$ cat src/rtl/wiener_block_stats_if.sv
// Pixel/noise input bundle and block statistics result bundle
// for wiener_block_stats.
interface wiener_block_stats_if #(
  parameter int DATA_WIDTH = 8
);
  logic [DATA_WIDTH-1:0] data_in;
  logic                  data_valid;
  logic                  start_of_block;
  logic                  start_of_frame;
  logic [15:0]           blocks_per_frame;
  logic [15:0]           estimated_noise;
  logic                  noise_valid;
  logic [DATA_WIDTH-1:0] mean_out;
  logic [15:0]           variance_out;
  logic [15:0]           signal_var_out;
  logic                  stats_ready;
  logic [15:0]           block_idx;
  logic                  frame_done;
  logic                  block_err;
  logic                  busy;

  modport master (
    output data_in, data_valid, start_of_block,
    output start_of_frame, blocks_per_frame,
    output estimated_noise, noise_valid,
    input  mean_out, variance_out, signal_var_out,
    input  stats_ready, block_idx, frame_done,
    input  block_err, busy
  );

  modport slave (
    input  data_in, data_valid, start_of_block,
    input  start_of_frame, blocks_per_frame,
    input  estimated_noise, noise_valid,
    output mean_out, variance_out, signal_var_out,
    output stats_ready, block_idx, frame_done,
    output block_err, busy
  );
endinterface

$ cat src/rtl/wiener_block_stats.sv
// Per-block mean / variance / signal variance for the Wiener filter,
// with frame block indexing and protocol error reporting.
module wiener_block_stats #(
  parameter int DATA_WIDTH = 8,
  parameter int BLOCK_SIZE = 8
) (
  input logic clk,
  input logic rst_n,
  wiener_block_stats_if.slave bus
);
  localparam int N    = BLOCK_SIZE * BLOCK_SIZE;
  localparam int LOGN = $clog2(N);
  localparam int SW   = DATA_WIDTH + LOGN;
  localparam int QW   = 2 * DATA_WIDTH + LOGN;
  localparam int DW   = DATA_WIDTH;

  typedef enum logic [1:0] {
    IDLE, ACCUM, CALC, OUT
  } state_t;

  state_t          state_q, state_d;
  logic            ph_q, ph_d;
  logic [LOGN-1:0] cnt_q, cnt_d;
  logic [SW-1:0]   sum_q, sum_d;
  logic [QW-1:0]   sq_q, sq_d;
  logic [15:0]     noise_q, noise_d;
  logic [15:0]     blk_q, blk_d;
  logic [DW-1:0]   mean_q, mean_d;
  logic [15:0]     msq_q, msq_d;
  logic [DW-1:0]   mout_q, mout_d;
  logic [15:0]     var_q, var_d;
  logic [15:0]     sig_q, sig_d;
  logic [15:0]     idx_q, idx_d;
  logic            fd_q, fd_d;
  logic            err_q, err_d;

  logic            smp, sob;
  logic [2*DW-1:0] pix_sq, mean_sq;
  logic [15:0]     var_c, blk_inc, bpf_m1;

  assign smp     = bus.data_valid;
  assign sob     = bus.data_valid & bus.start_of_block;
  assign pix_sq  = {{DW{1'b0}}, bus.data_in} * {{DW{1'b0}}, bus.data_in};
  assign mean_sq = {{DW{1'b0}}, mean_q} * {{DW{1'b0}}, mean_q};
  assign var_c   = msq_q - 16'(mean_sq);
  assign blk_inc = blk_q + 16'd1;
  assign bpf_m1  = bus.blocks_per_frame - 16'd1;

  always_comb begin
    state_d = state_q;
    ph_d    = ph_q;
    cnt_d   = cnt_q;
    sum_d   = sum_q;
    sq_d    = sq_q;
    noise_d = noise_q;
    blk_d   = blk_q;
    mean_d  = mean_q;
    msq_d   = msq_q;
    mout_d  = mout_q;
    var_d   = var_q;
    sig_d   = sig_q;
    idx_d   = idx_q;
    fd_d    = 1'b0;
    err_d   = 1'b0;
    if (bus.noise_valid) noise_d = bus.estimated_noise;
    unique case (state_q)
      IDLE, OUT: begin
        state_d = IDLE;
        if (sob) begin
          state_d = ACCUM;
          sum_d   = SW'(bus.data_in);
          sq_d    = QW'(pix_sq);
          cnt_d   = LOGN'(1);
          if (bus.start_of_frame) blk_d = '0;
        end
      end
      ACCUM: begin
        if (sob) begin
          err_d = 1'b1;
          sum_d = SW'(bus.data_in);
          sq_d  = QW'(pix_sq);
          cnt_d = LOGN'(1);
          if (bus.start_of_frame) blk_d = '0;
        end else if (smp) begin
          sum_d = sum_q + SW'(bus.data_in);
          sq_d  = sq_q + QW'(pix_sq);
          cnt_d = cnt_q + LOGN'(1);
          if (cnt_q == LOGN'(N - 1)) begin
            state_d = CALC;
            ph_d    = 1'b0;
          end
        end
      end
      CALC: begin
        err_d = smp;
        // two-stage: means first, then the square/subtract/clamp
        if (!ph_q) begin
          ph_d   = 1'b1;
          mean_d = sum_q[SW-1:LOGN];
          msq_d  = 16'(sq_q >> LOGN);
        end else begin
          ph_d    = 1'b0;
          state_d = OUT;
          mout_d  = mean_q;
          var_d   = var_c;
          sig_d   = (var_c > noise_q) ? var_c - noise_q : '0;
          idx_d   = blk_q;
          fd_d    = (bus.blocks_per_frame != '0) &&
                    (blk_q == bpf_m1);
          blk_d   = (blk_inc == bus.blocks_per_frame) ? '0 : blk_inc;
        end
      end
    endcase
  end

  always_ff @(posedge clk or negedge rst_n) begin
    if (!rst_n) begin
      state_q <= IDLE;
      ph_q    <= 1'b0;
      cnt_q   <= '0;
      sum_q   <= '0;
      sq_q    <= '0;
      noise_q <= '0;
      blk_q   <= '0;
      mean_q  <= '0;
      msq_q   <= '0;
      mout_q  <= '0;
      var_q   <= '0;
      sig_q   <= '0;
      idx_q   <= '0;
      fd_q    <= 1'b0;
      err_q   <= 1'b0;
    end else begin
      state_q <= state_d;
      ph_q    <= ph_d;
      cnt_q   <= cnt_d;
      sum_q   <= sum_d;
      sq_q    <= sq_d;
      noise_q <= noise_d;
      blk_q   <= blk_d;
      mean_q  <= mean_d;
      msq_q   <= msq_d;
      mout_q  <= mout_d;
      var_q   <= var_d;
      sig_q   <= sig_d;
      idx_q   <= idx_d;
      fd_q    <= fd_d;
      err_q   <= err_d;
    end
  end

  assign bus.mean_out       = mout_q;
  assign bus.variance_out   = var_q;
  assign bus.signal_var_out = sig_q;
  assign bus.block_idx      = idx_q;
  assign bus.frame_done     = fd_q;
  assign bus.block_err      = err_q;
  assign bus.stats_ready    = (state_q == OUT);
  assign bus.busy           = (state_q != IDLE);
endmodule

$ cat src/flat_wrapper.sv
// flat-port wrapper written by rule: the top's interface ports become plain ports
module wiener_block_stats_flat 
#(
  parameter int DATA_WIDTH = 8,
  parameter int BLOCK_SIZE = 8
)
  (clk, rst_n, bus_data_in, bus_data_valid, bus_start_of_block, bus_start_of_frame, bus_blocks_per_frame, bus_estimated_noise, bus_noise_valid, bus_mean_out, bus_variance_out, bus_signal_var_out, bus_stats_ready, bus_block_idx, bus_frame_done, bus_block_err, bus_busy);
  wiener_block_stats_if #(.DATA_WIDTH(DATA_WIDTH)) bus_i ();
  input logic clk;
  input logic rst_n;
  input wire logic [$bits(bus_i.data_in)-1:0] bus_data_in;
  input wire logic [$bits(bus_i.data_valid)-1:0] bus_data_valid;
  input wire logic [$bits(bus_i.start_of_block)-1:0] bus_start_of_block;
  input wire logic [$bits(bus_i.start_of_frame)-1:0] bus_start_of_frame;
  input wire logic [$bits(bus_i.blocks_per_frame)-1:0] bus_blocks_per_frame;
  input wire logic [$bits(bus_i.estimated_noise)-1:0] bus_estimated_noise;
  input wire logic [$bits(bus_i.noise_valid)-1:0] bus_noise_valid;
  output wire logic [$bits(bus_i.mean_out)-1:0] bus_mean_out;
  output wire logic [$bits(bus_i.variance_out)-1:0] bus_variance_out;
  output wire logic [$bits(bus_i.signal_var_out)-1:0] bus_signal_var_out;
  output wire logic [$bits(bus_i.stats_ready)-1:0] bus_stats_ready;
  output wire logic [$bits(bus_i.block_idx)-1:0] bus_block_idx;
  output wire logic [$bits(bus_i.frame_done)-1:0] bus_frame_done;
  output wire logic [$bits(bus_i.block_err)-1:0] bus_block_err;
  output wire logic [$bits(bus_i.busy)-1:0] bus_busy;
  assign bus_i.data_in = bus_data_in;
  assign bus_i.data_valid = bus_data_valid;
  assign bus_i.start_of_block = bus_start_of_block;
  assign bus_i.start_of_frame = bus_start_of_frame;
  assign bus_i.blocks_per_frame = bus_blocks_per_frame;
  assign bus_i.estimated_noise = bus_estimated_noise;
  assign bus_i.noise_valid = bus_noise_valid;
  assign bus_mean_out = bus_i.mean_out;
  assign bus_variance_out = bus_i.variance_out;
  assign bus_signal_var_out = bus_i.signal_var_out;
  assign bus_stats_ready = bus_i.stats_ready;
  assign bus_block_idx = bus_i.block_idx;
  assign bus_frame_done = bus_i.frame_done;
  assign bus_block_err = bus_i.block_err;
  assign bus_busy = bus_i.busy;
  wiener_block_stats #(.DATA_WIDTH(DATA_WIDTH), .BLOCK_SIZE(BLOCK_SIZE)) u_core (.clk(clk), .rst_n(rst_n), .bus(bus_i));
endmodule
$ cat config.mk
export PLATFORM = sky130hd
export DESIGN_NAME = wiener_block_stats_flat
export DESIGN_NICKNAME = d
export VERILOG_FILES = /design/src/rtl/wiener_block_stats_if.sv /design/src/rtl/wiener_block_stats.sv /design/src/flat_wrapper.sv
export SDC_FILE = /design/constraint.sdc
export NUM_CORES = 1
export LEC_CHECK = 0
export CAP_MARGIN = 20
export CORE_MARGIN = 3
export CORE_UTILIZATION = 55
export CTS_CLUSTER_DIAMETER = 40
export CTS_CLUSTER_SIZE = 8
export DETAILED_ROUTE_END_ITERATION = 10
export GPL_TIMING_DRIVEN = 0
export PLACE_DENSITY = 0.82
export SETUP_SLACK_MARGIN = 0.5
export SYNTH_ARGS = -nofsm -noshare
export SYNTH_HDL_FRONTEND = slang
export SYNTH_SLANG_ARGS = --single-unit
$ cat constraint.sdc
create_clock -name clk -period 8.95 [get_ports clk]
set_input_delay 1.3425 -clock clk [delete_from_list [all_inputs] [get_ports clk]]
set_output_delay 1.3425 -clock clk [all_outputs]
set_load 0.005 [all_outputs]
======== Word-level counts from Yosys, hierarchy flattened ========
Index checks and enable logic that the tools add are counted.
cells by class
  $lt $le $gt $ge ......................... 1
  equality and inequality tests ........... 14
  bitwise logic cells ..................... 2
  muxes and demuxes ....................... 33
  reductions and logical operators ........ 14
  add/sub/neg operators ................... 7
  multipliers ............................. 2
operators by type and width
  cell                   count
  $mux 16                5
  $mux 22                3
  $pmux 22 s2            1
  $mux 14                3
  $eq 16x16->1           2
  $mul 8x8->16           2
  $pmux 16 s2            1
  $sub 16x16->16         2
  $pmux 14 s2            1
  $add 22x16->22         1
  $mux 6                 3
  $add 16x1->16 const B  1
  $gt 16x16->1           1
  $reduce_bool 16->1     1
  $sub 16x1->16 const B  1
  $add 14x8->14          1
  $pmux 6 s2             1
  $ne 2x1->1 const B     5
  $mux 1                 8
  $mux 2                 4
  $reduce_and 4->1       2
  $add 6x1->6 const B    1
  $eq 6x6->1 const B     1
  $pmux 2 s3             1
  14 further kinds       21
word-level totals
  flip-flop bits (word level) ............. 159
  output and inout bits ................... 60
  input bits .............................. 46

======== Longest topological paths before layout ========
  depth in word-level cells ............... 5
  mapped depth ............................ 25
  gate-level depth less buffers ........... 24

======== Worst setup path before layout ========
OpenSTA, ideal clock, no wires.
  kind .................................... input to register
  start ................................... in bus_data_in[6]
  end ..................................... reg u_core.sq_q[21]
  required time ........................... 8,881 ps
  arrival time ............................ 6,596 ps
  slack ................................... 2,285 ps
  stages .................................. 23
  cells stage by stage .................... clkbuf_1 -> and2_1 -> fa_1 -> fa_1 -> inv_1 -> fa_1 -> fa_1 -> inv_1 -> ha_1 -> o21a_1 -> o21a_1 -> a31oi_1 -> nand2b_1 -> xor2_1 -> ha_1 -> clkbuf_1 -> a21oi_1 -> nor2b_1 -> a41o_1 -> a2111oi_0 -> o21a_1 -> or4_1 -> nand3_1
on the way
  word-level cells in the longest chain between the ends .. 5
ends and longest elaborated chain
  item                    RTL line                   text
  start: declaration      flat_wrapper.sv:11         input wire logic [$bits(bus_i.data_in)-1:0] bus_data_in;
  $mul 8x8->16            wiener_block_stats.sv:43   assign pix_sq = {{DW{1'b0}}, bus.data_in} * {{DW{1'b0}}, bus.data_in};
  $add 22x16->22          wiener_block_stats.sv:86   sq_d = sq_q + QW'(pix_sq);
  $mux 22                 wiener_block_stats.sv:84   end else if (smp) begin
  $mux 22                 wiener_block_stats.sv:78   if (sob) begin
  $pmux 22 s2             wiener_block_stats.sv:66   unique case (state_q)
  end signal: assignment  wiener_block_stats.sv:138  sq_q <= sq_d;
  end: declaration        wiener_block_stats.sv:25   logic [QW-1:0] sq_q, sq_d;
No other way between the ends. The select of a mux whose other input is x is not followed.
A chain may end at the register's enable or synchronous reset.

======== Worst setup path in the final report ========
Ends and elaborated chain as after synthesis.

==> metrics.yaml <==
worst_hold_path:
  min_to: "u_core.bus.variance_out[1]"
  whs_path_depth: 2
  min_from: "u_core.bus.variance_out[1]"
  holdCritPathClass: "reg2reg"
worst_setup_path:
  reg2reg_depth: 23
  rr_endpoint: "u_core.bus.signal_var_out[6]"
  end_kind: "flop"
  startpoint_type: "input pin"
  rrSetupSlack_ps: 2290
  worst_ep_arrival_time_ps: 7860
  required_ps: 9270
  worstPathMaxFanout: 10
  path_class: "in2reg"
  regToRegStartpoint: "u_core.mean_q[5]"
yosys:
  synth_area_leaders: "dfrtp_1 31%, ha_1 11%, fa_1 9.4%"
  synthMostInstantiatedCell: "inv_1"
  yosys.area.top_type_share_pct: 30.6
  synth_area_leader_cell: "dfrtp_1"
  ys_top_cells_by_count: "171 x inv_1, 159 x dfrtp_1, 145 x nand2_1"
  avgSynthCellArea_sq_um: 9.00
  ys.flop_type: "dfrtp_1"
  async_flop_share_pct: 100
  yosysUniqueCellTypes: 68
  synthCells: 1447
  ys_seq_area_share_pct: 30.6
  yosys_warnings: 0
  ys_seq_elements: 159
  syn_area_sq_um: 13000
  synth_edf_count: 0
cts:
  cts_tree: "done"
  cts_inserted_buffers: 17
  htreeDepth: 4
  post_cts_resized: 0
  clock-root-buffer: "clkbuf_16"
  cts.clk_slew.worst_paths_ps: 70
  cts_hold_buf: 0
  clock_sinks: 159
  clk_latency_ps: 440
  cts_buffer_depth: 2
  post-cts-setup-buffers: 0
floorplanning:
  io_pins: 106
  core_sq_um: 23000
  rows: 55
  dieArea_sq_um: 25600
  start_util_pct: 56.7
  dieHeight_um: 160
  die_w_um: 160
sta:
  period_needed_ps: 7540
  maxSlewViolCount: 0
  maxSlewHeadroom_pct: 37.9
  tightest_slew_ps: 932
  fin_crit_sh_pct: 84.3
  skew_ps: 9.09
  setup_violations: 0
  grt_setup_unrepaired: "no"
  finalHoldViolCount: 0
  fmax_mhz: 133
  setup_tns_ps: 0
status:
  status: "completed"
drt:
  vias: 10900
  post_drt_wl_per_cell_um: 17.0
  drc: 0
  drt-initial-drc-count: 690
  drtPass1Iterations: 5
  ant_nets: 0
  via_per_inst: 5.77
  wirelength_mm: 32.3
layout:
  area_growth_pct: 15.8
  diodes: 0
  layout.nets: 1795
  drive_above_1_share_pct: 6.18
  stdcell_count: 1898
grt:
  grt_usage_pct: 25.9
  grt_pass1_vias: 11100
  gr-total-overflow: 0
  grt_max_degree: 106
  grt_pass1_wl_mm: 54.6
  antenna_found_initial: 0
pwr:
  ir_drop_mv: 0.190
  power_leakage_nw: 6.90
  p_per_area_nw_per_um2: 353
place:
  dp_hpwl_mm: 25.1
  dp_cells: 1866
  portBuffers: 104
  place_congestion: 0.937
flow_run:
  cap_viol_max_count: 0
area by class of cell:
class                           count  area, sq um
Tap cell                          313          392
Fill cell                        1852         7910
Sequential cell                   159         3980
Multi-Input combinational cell   1062         8180
Inverter                          171          642
Clock buffer                       19          453
Clock inverter                     13          131
Buffer                             56          226
Timing Repair Buffer              105         1070
report_power, final:
group	internal, mW	switching [mW]	total, mW
combinational	1.50	2.05	3.56
sequential	0.903	0.141	1.04
clock	0.403	0.323	0.726
total	2.81	2.52	5.33
logic make-up after synthesis:
kind of cell | synth area share, %
other cells | 0.0288
mux | 4.27
compound gates | 16.9
fa+ha+maj | 20.5
buf+inv | 6.67
flops | 30.6
simple gates | 14.8
xor+xnor | 6.25
routing by layer:
metal  track usage [%]  up-vias  part of all wire, %
met2              45.0      332                   49
met3              3.06       48                  5.0
met4              8.17        0                  1.9
met1              34.0     5335                   44
li1                  -     5232                    -
met5                 0        -                    0
worst max-delay path, cell delays in order:
cell and delay, ps:
clkdlybuf4s50_1 500, clkbuf_1 350, nand2_1 160, inv_1 80, ha_1 270, a31o_2 280
fa_1 490, inv_1 50, fa_1 500, fa_1 540, inv_1 40, ha_1 330
o21a_1 120, o21a_1 190, a31oi_1 260, nand2b_1 100, xor2_1 270, ha_1 290
clkbuf_1 200, a21oi_1 190, nor2b_1 60, a41o_1 210, a2111oi_0 470, o21a_1 330
or4_1 150, nand3_1 80
flip-flops by register name (all words and copies together) (netlist names):
| register | cells |
|---|---|
| u_core.noise_q | 16 |
| u_core.state_q | 2 |
| u_core.bus.signal_var_out | 16 |
| u_core.bus.mean_out | 8 |
| u_core.ph_q | 1 |
| u_core.blk_q | 16 |
| u_core.bus.block_idx | 16 |
| u_core.sq_q | 22 |
| u_core.sum_q | 14 |
| u_core.bus.frame_done | 1 |
| u_core.mean_q | 8 |
| u_core.cnt_q | 6 |
| u_core.bus.block_err | 1 |
| u_core.bus.variance_out | 16 |
| u_core.msq_q | 16 |
cell usage in the layout, fill, tap and decap left out, types with 19 or more instances in the layout:
cell type        Yosys  final
mux2_2              42     42
xnor2_1             56     56
a21o_1              19     19
ha_1               116    116
nor3_1              29     29
nor2_1              64     64
and2_1              34     34
o21ai_0            101    101
inv_1              171    171
nand3_1             43     43
a22o_1              21     21
a31oi_1             24     24
nand2_1            145    145
a21oi_1             71     71
clkdlybuf4s50_1      0    103
o211ai_1            21     21
clkbuf_1            42     42
dfrtp_1            159    159
fa_1                61     61
o21a_1              19     19
xor2_1              37     37
through the flow:
step	utilization, %	hold WS [ps]	worst slack [ps]	power, mW	instance area [sq um]
after floorplan	-	453	2280	3.61	13000
after global placement	62.9	470	68.7	4.45	14500
after detailed placement	63.0	482	960	4.54	14500
after CTS	65.6	496	1400	5.29	15100
after global routing	65.6	515	995	5.79	15100
final	65.6	497	1410	5.33	15100
how the worst max path moves through the flow:
stage	startpoint	to	slack (ps)	depth (start not counted)
after CTS	bus_data_in[6]	u_core.sq_q[19]	1400	26
final	bus_data_in[6]	u_core.sq_q[21]	1410	26
after global routing	bus_data_in[6]	u_core.sq_q[19]	990	26
after global placement	rst_n	u_core.sum_q[13]	70	1
after floorplan	bus_data_in[6]	u_core.sq_q[21]	2280	23
after detailed placement	bus_data_in[6]	u_core.sq_q[19]	960	26
No activity file was read; power rests on OpenSTA's default activity.
